**src/rtl/key_cond_pkg.sv**
```systemverilog
// Shared types, default 50 MHz timing and counter sizing for the key conditioner.
package key_cond_pkg;

  typedef enum logic [1:0] {
    IDLE,
    DELAY,
    REPEAT
  } key_state_t;

  localparam int DEF_DEBOUNCE_CYCLES      = 1_000_000;
  localparam int DEF_REPEAT_DELAY_CYCLES  = 15_000_000;
  localparam int DEF_REPEAT_PERIOD_CYCLES = 3_000_000;

  // Bits needed for a down/up counter spanning 0 .. num_states-1.
  function automatic int cnt_width(input int num_states);
    return (num_states > 2) ? $clog2(num_states) : 1;
  endfunction

endpackage

```
**src/rtl/key_channel.sv**
```systemverilog
// One key: two-flop synchroniser, counter debouncer and press/auto-repeat FSM.
module key_channel
  import key_cond_pkg::*;
#(
  parameter int DEBOUNCE_CYCLES      = DEF_DEBOUNCE_CYCLES,
  parameter int REPEAT_DELAY_CYCLES  = DEF_REPEAT_DELAY_CYCLES,
  parameter int REPEAT_PERIOD_CYCLES = DEF_REPEAT_PERIOD_CYCLES,
  parameter bit REPEAT_ENABLE        = 1'b1
) (
  input  logic clk_clk,
  input  logic reset_reset_n,
  input  logic key_raw_n,
  output logic level_n,
  output logic key_event,
  output logic key_held
);

  localparam int DW = cnt_width(DEBOUNCE_CYCLES);
  localparam int RMAX = (REPEAT_DELAY_CYCLES > REPEAT_PERIOD_CYCLES) ?
                        REPEAT_DELAY_CYCLES : REPEAT_PERIOD_CYCLES;
  localparam int RW = cnt_width(RMAX);
  localparam logic [DW-1:0] DCNT_LAST   = DW'(DEBOUNCE_CYCLES - 1);
  localparam logic [RW-1:0] DELAY_LOAD  = RW'(REPEAT_DELAY_CYCLES - 1);
  localparam logic [RW-1:0] PERIOD_LOAD = RW'(REPEAT_PERIOD_CYCLES - 1);

  logic          sync1_q, sync2_q;
  logic          stable_q, stable_d;
  logic [DW-1:0] dcnt_q, dcnt_d;
  key_state_t    state_q, state_d;
  logic [RW-1:0] rcnt_q, rcnt_d;
  logic          event_q, event_d;
  logic          held_q, held_d;

  always_ff @(posedge clk_clk or negedge reset_reset_n) begin
    if (!reset_reset_n) begin
      sync1_q  <= 1'b1;
      sync2_q  <= 1'b1;
      stable_q <= 1'b1;
      dcnt_q   <= '0;
      state_q  <= IDLE;
      rcnt_q   <= '0;
      event_q  <= 1'b0;
      held_q   <= 1'b0;
    end else begin
      sync1_q  <= key_raw_n;
      sync2_q  <= sync1_q;
      stable_q <= stable_d;
      dcnt_q   <= dcnt_d;
      state_q  <= state_d;
      rcnt_q   <= rcnt_d;
      event_q  <= event_d;
      held_q   <= held_d;
    end
  end

  always_comb begin
    stable_d = stable_q;
    dcnt_d   = dcnt_q;
    if (sync2_q == stable_q) begin
      dcnt_d = '0;
    end else if (dcnt_q == DCNT_LAST) begin
      stable_d = sync2_q;
      dcnt_d   = '0;
    end else begin
      dcnt_d = dcnt_q + DW'(1);
    end
  end

  // The FSM looks at stable_d so the press event lands on the same edge as the level change.
  always_comb begin
    state_d = state_q;
    rcnt_d  = rcnt_q;
    event_d = 1'b0;
    held_d  = (state_q == REPEAT);
    case (state_q)
      IDLE: begin
        if (stable_q && !stable_d) begin
          state_d = DELAY;
          rcnt_d  = DELAY_LOAD;
          event_d = 1'b1;
        end
      end
      DELAY: begin
        if (stable_d) begin
          state_d = IDLE;
        end else if (rcnt_q == '0) begin
          if (REPEAT_ENABLE) begin
            state_d = REPEAT;
            rcnt_d  = PERIOD_LOAD;
            event_d = 1'b1;
          end
        end else begin
          rcnt_d = rcnt_q - RW'(1);
        end
      end
      REPEAT: begin
        if (stable_d) begin
          state_d = IDLE;
        end else if (rcnt_q == '0) begin
          rcnt_d  = PERIOD_LOAD;
          event_d = 1'b1;
        end else begin
          rcnt_d = rcnt_q - RW'(1);
        end
      end
      default: state_d = IDLE;
    endcase
  end

  assign level_n   = stable_q;
  assign key_event = event_q;
  assign key_held  = held_q;

endmodule

```
**src/rtl/key_conditioner.sv**
```systemverilog
// Debounces the board push-buttons for the keys PIO and adds press/auto-repeat events.
module key_conditioner
  import key_cond_pkg::*;
#(
  parameter int                    NUM_KEYS             = 2,
  parameter int                    DEBOUNCE_CYCLES      = DEF_DEBOUNCE_CYCLES,
  parameter int                    REPEAT_DELAY_CYCLES  = DEF_REPEAT_DELAY_CYCLES,
  parameter int                    REPEAT_PERIOD_CYCLES = DEF_REPEAT_PERIOD_CYCLES,
  parameter logic [NUM_KEYS-1:0]   REPEAT_EN            = {NUM_KEYS{1'b1}}
) (
  input  logic                clk_clk,
  input  logic                reset_reset_n,
  input  logic [NUM_KEYS-1:0] key_raw_n,
  output logic [NUM_KEYS-1:0] keys_level_n,
  output logic [NUM_KEYS-1:0] key_event,
  output logic [NUM_KEYS-1:0] key_held
);

  for (genvar gi = 0; gi < NUM_KEYS; gi++) begin : g_key
    key_channel #(
      .DEBOUNCE_CYCLES     (DEBOUNCE_CYCLES),
      .REPEAT_DELAY_CYCLES (REPEAT_DELAY_CYCLES),
      .REPEAT_PERIOD_CYCLES(REPEAT_PERIOD_CYCLES),
      .REPEAT_ENABLE       (REPEAT_EN[gi])
    ) u_channel (
      .clk_clk      (clk_clk),
      .reset_reset_n(reset_reset_n),
      .key_raw_n    (key_raw_n[gi]),
      .level_n      (keys_level_n[gi]),
      .key_event    (key_event[gi]),
      .key_held     (key_held[gi])
    );
  end

endmodule
```
**config.mk**
```make
export PLATFORM = sky130hd
export DESIGN_NAME = key_conditioner
export DESIGN_NICKNAME = d
export VERILOG_FILES = /design/src/rtl/key_cond_pkg.sv /design/src/rtl/key_channel.sv /design/src/rtl/key_conditioner.sv
export SDC_FILE = /design/constraint.sdc
export NUM_CORES = 1
export LEC_CHECK = 0
export CAP_MARGIN = 20
export CORE_MARGIN = 10
export CORE_UTILIZATION = 47
export CTS_CLUSTER_SIZE = 25
export DETAILED_ROUTE_END_ITERATION = 8
export PLACE_DENSITY = 0.64
export SETUP_SLACK_MARGIN = 0.5
export SYNTH_ARGS = -nofsm -noshare
export SYNTH_HDL_FRONTEND = slang
export SYNTH_SLANG_ARGS = --single-unit
export TNS_END_PERCENT = 50
```
**constraint.sdc**
```tcl
create_clock -name clk_clk -period 3.15 [get_ports clk_clk]
set_clock_uncertainty 0.1 [all_clocks]
set_input_delay 0.63 -clock clk_clk [delete_from_list [all_inputs] [get_ports clk_clk]]
set_output_delay 0.63 -clock clk_clk [all_outputs]
set_load 0.05 [all_outputs]
```
==> flow_metrics.py <==
metrics = {
    "floorplan": {
        "start_util": 0.477,
        "core_area_mm2": 0.0119,
        "io_pins": 10,
        "rows": 40,
        "die_x_um": 130,
        "die_h_um": 130,
        "die_area_mm2": 0.0169,
    },
    "global_routing": {
        "antenna_found_initial": 0,
        "grt_pass1_vias": 4636,
        "grt-ovfl-total": 0,
        "grt_max_degree": 50,
        "grt_use_total": 0.160,
        "grt_first_pass_wirelength_um": 22000,
    },
    "critical_path": {
        "crit_fanout": 7,
        "worstPathArrival_ns": 2.79,
        "critPathBufInv": 0,
        "crit_type": "flop to flop",
        "worstSetupStartpointType": "flop",
        "required_ns": 3.29,
        "crit_start": "g_key[0].u_channel.rcnt_q[15]",
        "critPathMaxStageDelay_ns": 0.59,
        "crit_path_top_delay_cell": "or4b_4",
        "r2r-start": "g_key[0].u_channel.rcnt_q[15]",
        "critPathCaptureType": "flop",
        "cp_top_family": "simple AND/OR/NAND/NOR gates",
        "cp_cell_sequence": "or4_4, or4b_4, o41a_4, nand4_4, nor3_1, a211o_1",
    },
    "cts": {
        "cts_buffers": 9,
        "holdBufCountCts": 0,
        "insertion_delay_ns": 0.35,
        "cts_tree": "yes",
        "cts.sinks": 102,
        "htreeDepth": 3,
        "clk_pin_slew_ns": 0.07,
        "cts_root_buf": "clkbuf_16",
        "clock_path_buffers": 2,
    },
    "run": {
        "max-cap-violations": 0,
    },
    "cells_and_area": {
        "drive_gt1_frac": 0.137,
        "antenna_cells": 0,
        "syn_to_final_growth_pct": 14.1,
        "nFillCells": 1093,
        "final_area_mm2": 0.00648,
        "num-nets-final": 663,
    },
    "placed_design": {
        "placed_area_mm2": 0.00603,
        "io_buffers": 9,
        "place_congestion": 0.898,
        "pre_cts_ws_ns": 0.335,
        "dpl.hpwl_um": 8840,
    },
    "routing": {
        "routed_via_density": 5.95,
        "vias": 4751,
        "antenna_left": 0,
        "post-route-drc-count": 0,
        "post_drt_wl_per_cell_um": 16.0,
        "wl_um": 12800,
        "initialDrtViolationCount": 486,
        "drtPass1Iterations": 5,
    },
    "yosys": {
        "ys.flop_type": "dfrtp_1",
        "synth_top_area_share": 0.423,
        "yosys.area.top_type": "dfrtp_1",
        "synth_commonest_cells": "dfrtp_1 (96), nor2_1 (86), nand2_1 (52), nand3_1 (30), xor2_1 (30)",
        "yosys_warnings": 0,
        "synth_most_common_cell": "dfrtp_1",
        "ys_types": 72,
        "async_flop_share": 1.00,
        "syn_area_per_cell_um2": 9.34,
        "synth_edf_count": 0,
        "netlist_instances": 608,
        "synth_seq_cells": 102,
        "syn-cell-area_mm2": 0.00568,
        "synthTopCellsByArea": "dfrtp_1 (42%), nor2_1 (5.7%), xor2_1 (4.6%)",
        "seq_area_frac_synth": 0.451,
        "mappedNetlistNets": 624,
    },
    "timing": {
        "fin_crit_sh": 0.842,
        "maxSlewHeadroom": 0.573,
        "fin_crit_ns": 2.65,
        "fmax_ghz": 0.377,
        "tightest_slew_ns": 0.639,
        "finalSetupViolCount": 0,
        "rsz0062_at_grt": "yes",
        "hold_viol": 0,
        "tns_ns": 0,
        "slew_violations": 0,
        "layout_setup_ws_ns": 0.498,
    },
    "power_and_ir_drop": {
        "peakVddDrop_v": 0.000280,
        "cellLeakagePower_uw": 0.00298,
        "p_per_area_mw_per_mm2": 379,
    },
    "hold_path": {
        "hp-class": "primary input to async pin",
    },
    "status": {
        "status": "finished, final reports clean",
    },
}
==> per-layer routing <==
| layer | GRT usage | vias up | wire [µm] |
|---|---|---|---|
| li1 | - | 2287 | - |
| met1 | 0.196 | 2340 | 5850 |
| met2 | 0.268 | 101 | 6170 |
| met3 | 0.0442 | 23 | 564 |
| met4 | 0.0509 | 0 | 238 |
| met5 | 0 | - | 0 |
==> timing repair <==
item / CTS / global route
resized for setup: 4 / 8
endpoints found under the setup margin: 26 / 42
pin swaps: 3 / 10
cloned: 0 / 0
buffers inserted: 3 / 11
==> layout make-up <==
type,instances,area (µm²),share of cell area
multi-input combinational,470,3020,0.465
sequential,102,2560,0.395
timing repair buffer,46,365,0.0564
clock buffer,12,256,0.0396
tap,147,184,0.0284
inverter,18,67.6,0.0104
clock inverter,4,31.3,0.00483
==> where the power goes <==
group | internal [µW] | switching [µW] | total [µW]
combinational | 14.3 | 39.9 | 54.2
clock | 581 | 495 | 1080
sequential | 1320 | 8.90 | 1330
==> metrics by stage <==
step,std cells,total power [µW],util,hold WS [ns]
after floorplan,608,1370,-,0.234
after global placement,769,1410,0.507,0.251
after detailed placement,769,1410,0.507,0.248
after CTS,788,2490,0.534,0.228
after global routing,799,2550,0.544,0.257
final,799,2460,0.544,0.208
==> cell families (layout without fill, tap and decap cells) <==
group	after synthesis	count (layout)	synth area share
muxes	3	3	0.00573
DFF	102	102	0.451
adders and majority gates	12	12	0.0264
and+or+nand+nor	299	299	0.284
xor gates and xnor gates	43	43	0.0663
buffers and inverters	36	80	0.0282
AOI/OAI and AO/OA	113	113	0.139
==> sequential cells by signal (all words and copies together), names as in the netlist <==
name and flops:
g_key.u_channel.rcnt_q 48, g_key.u_channel.dcnt_q 40, g_key.u_channel.state_q 4, g_key.u_channel.key_event 2
g_key.u_channel.key_held 2, g_key.u_channel.level_n 2, g_key.u_channel.sync1_q 2, g_key.u_channel.sync2_q 2
==> placed cells by master (no fill, tap or decap), drive strengths merged, types with 5 or more instances in the layout <==
master         count
and4               7
inv               18
xor2              30
nand3             31
o21ai             27
nor2              87
o21a               5
dfstp              6
nor4              17
dfrtp             96
o31ai              5
nand2             52
a21o               5
clkdlybuf4s50      8
or3                7
buf               38
xnor2             13
clkbuf            12
ha                12
a21oi             26
and2               6
nand4             14
or4                7
nor3              25
nand2b             9
and3              16
==> worst paths after layout <==
| path | cells past startpoint | end | slack, ns |
|---|---|---|---|
| setup / recovery | 6 | g_key[0].u_channel.rcnt_q[20] | 0.50 |
| hold / removal | 1 | g_key[0].u_channel.rcnt_q[23] | 0.21 |
| setup reg to reg | 6 | g_key[0].u_channel.rcnt_q[20] | 0.50 |
| hold reg to reg | 0 | g_key[0].u_channel.sync2_q | 0.26 |
| max in group asynchronous | 2 | g_key[0].u_channel.dcnt_q[19] | 2.00 |
| min in group clk_clk | 0 | g_key[0].u_channel.sync2_q | 0.26 |
==> worst reg2reg max path, stage by stage, from the launching register on <==
cell and delay, ns:
dfrtp_1 0.44, or4_4 0.55, or4b_4 0.59, o41a_4 0.41, nand4_4 0.13, nor3_1 0.07, a211o_1 0.26
Note: power is estimated with default switching activity, not from simulation.
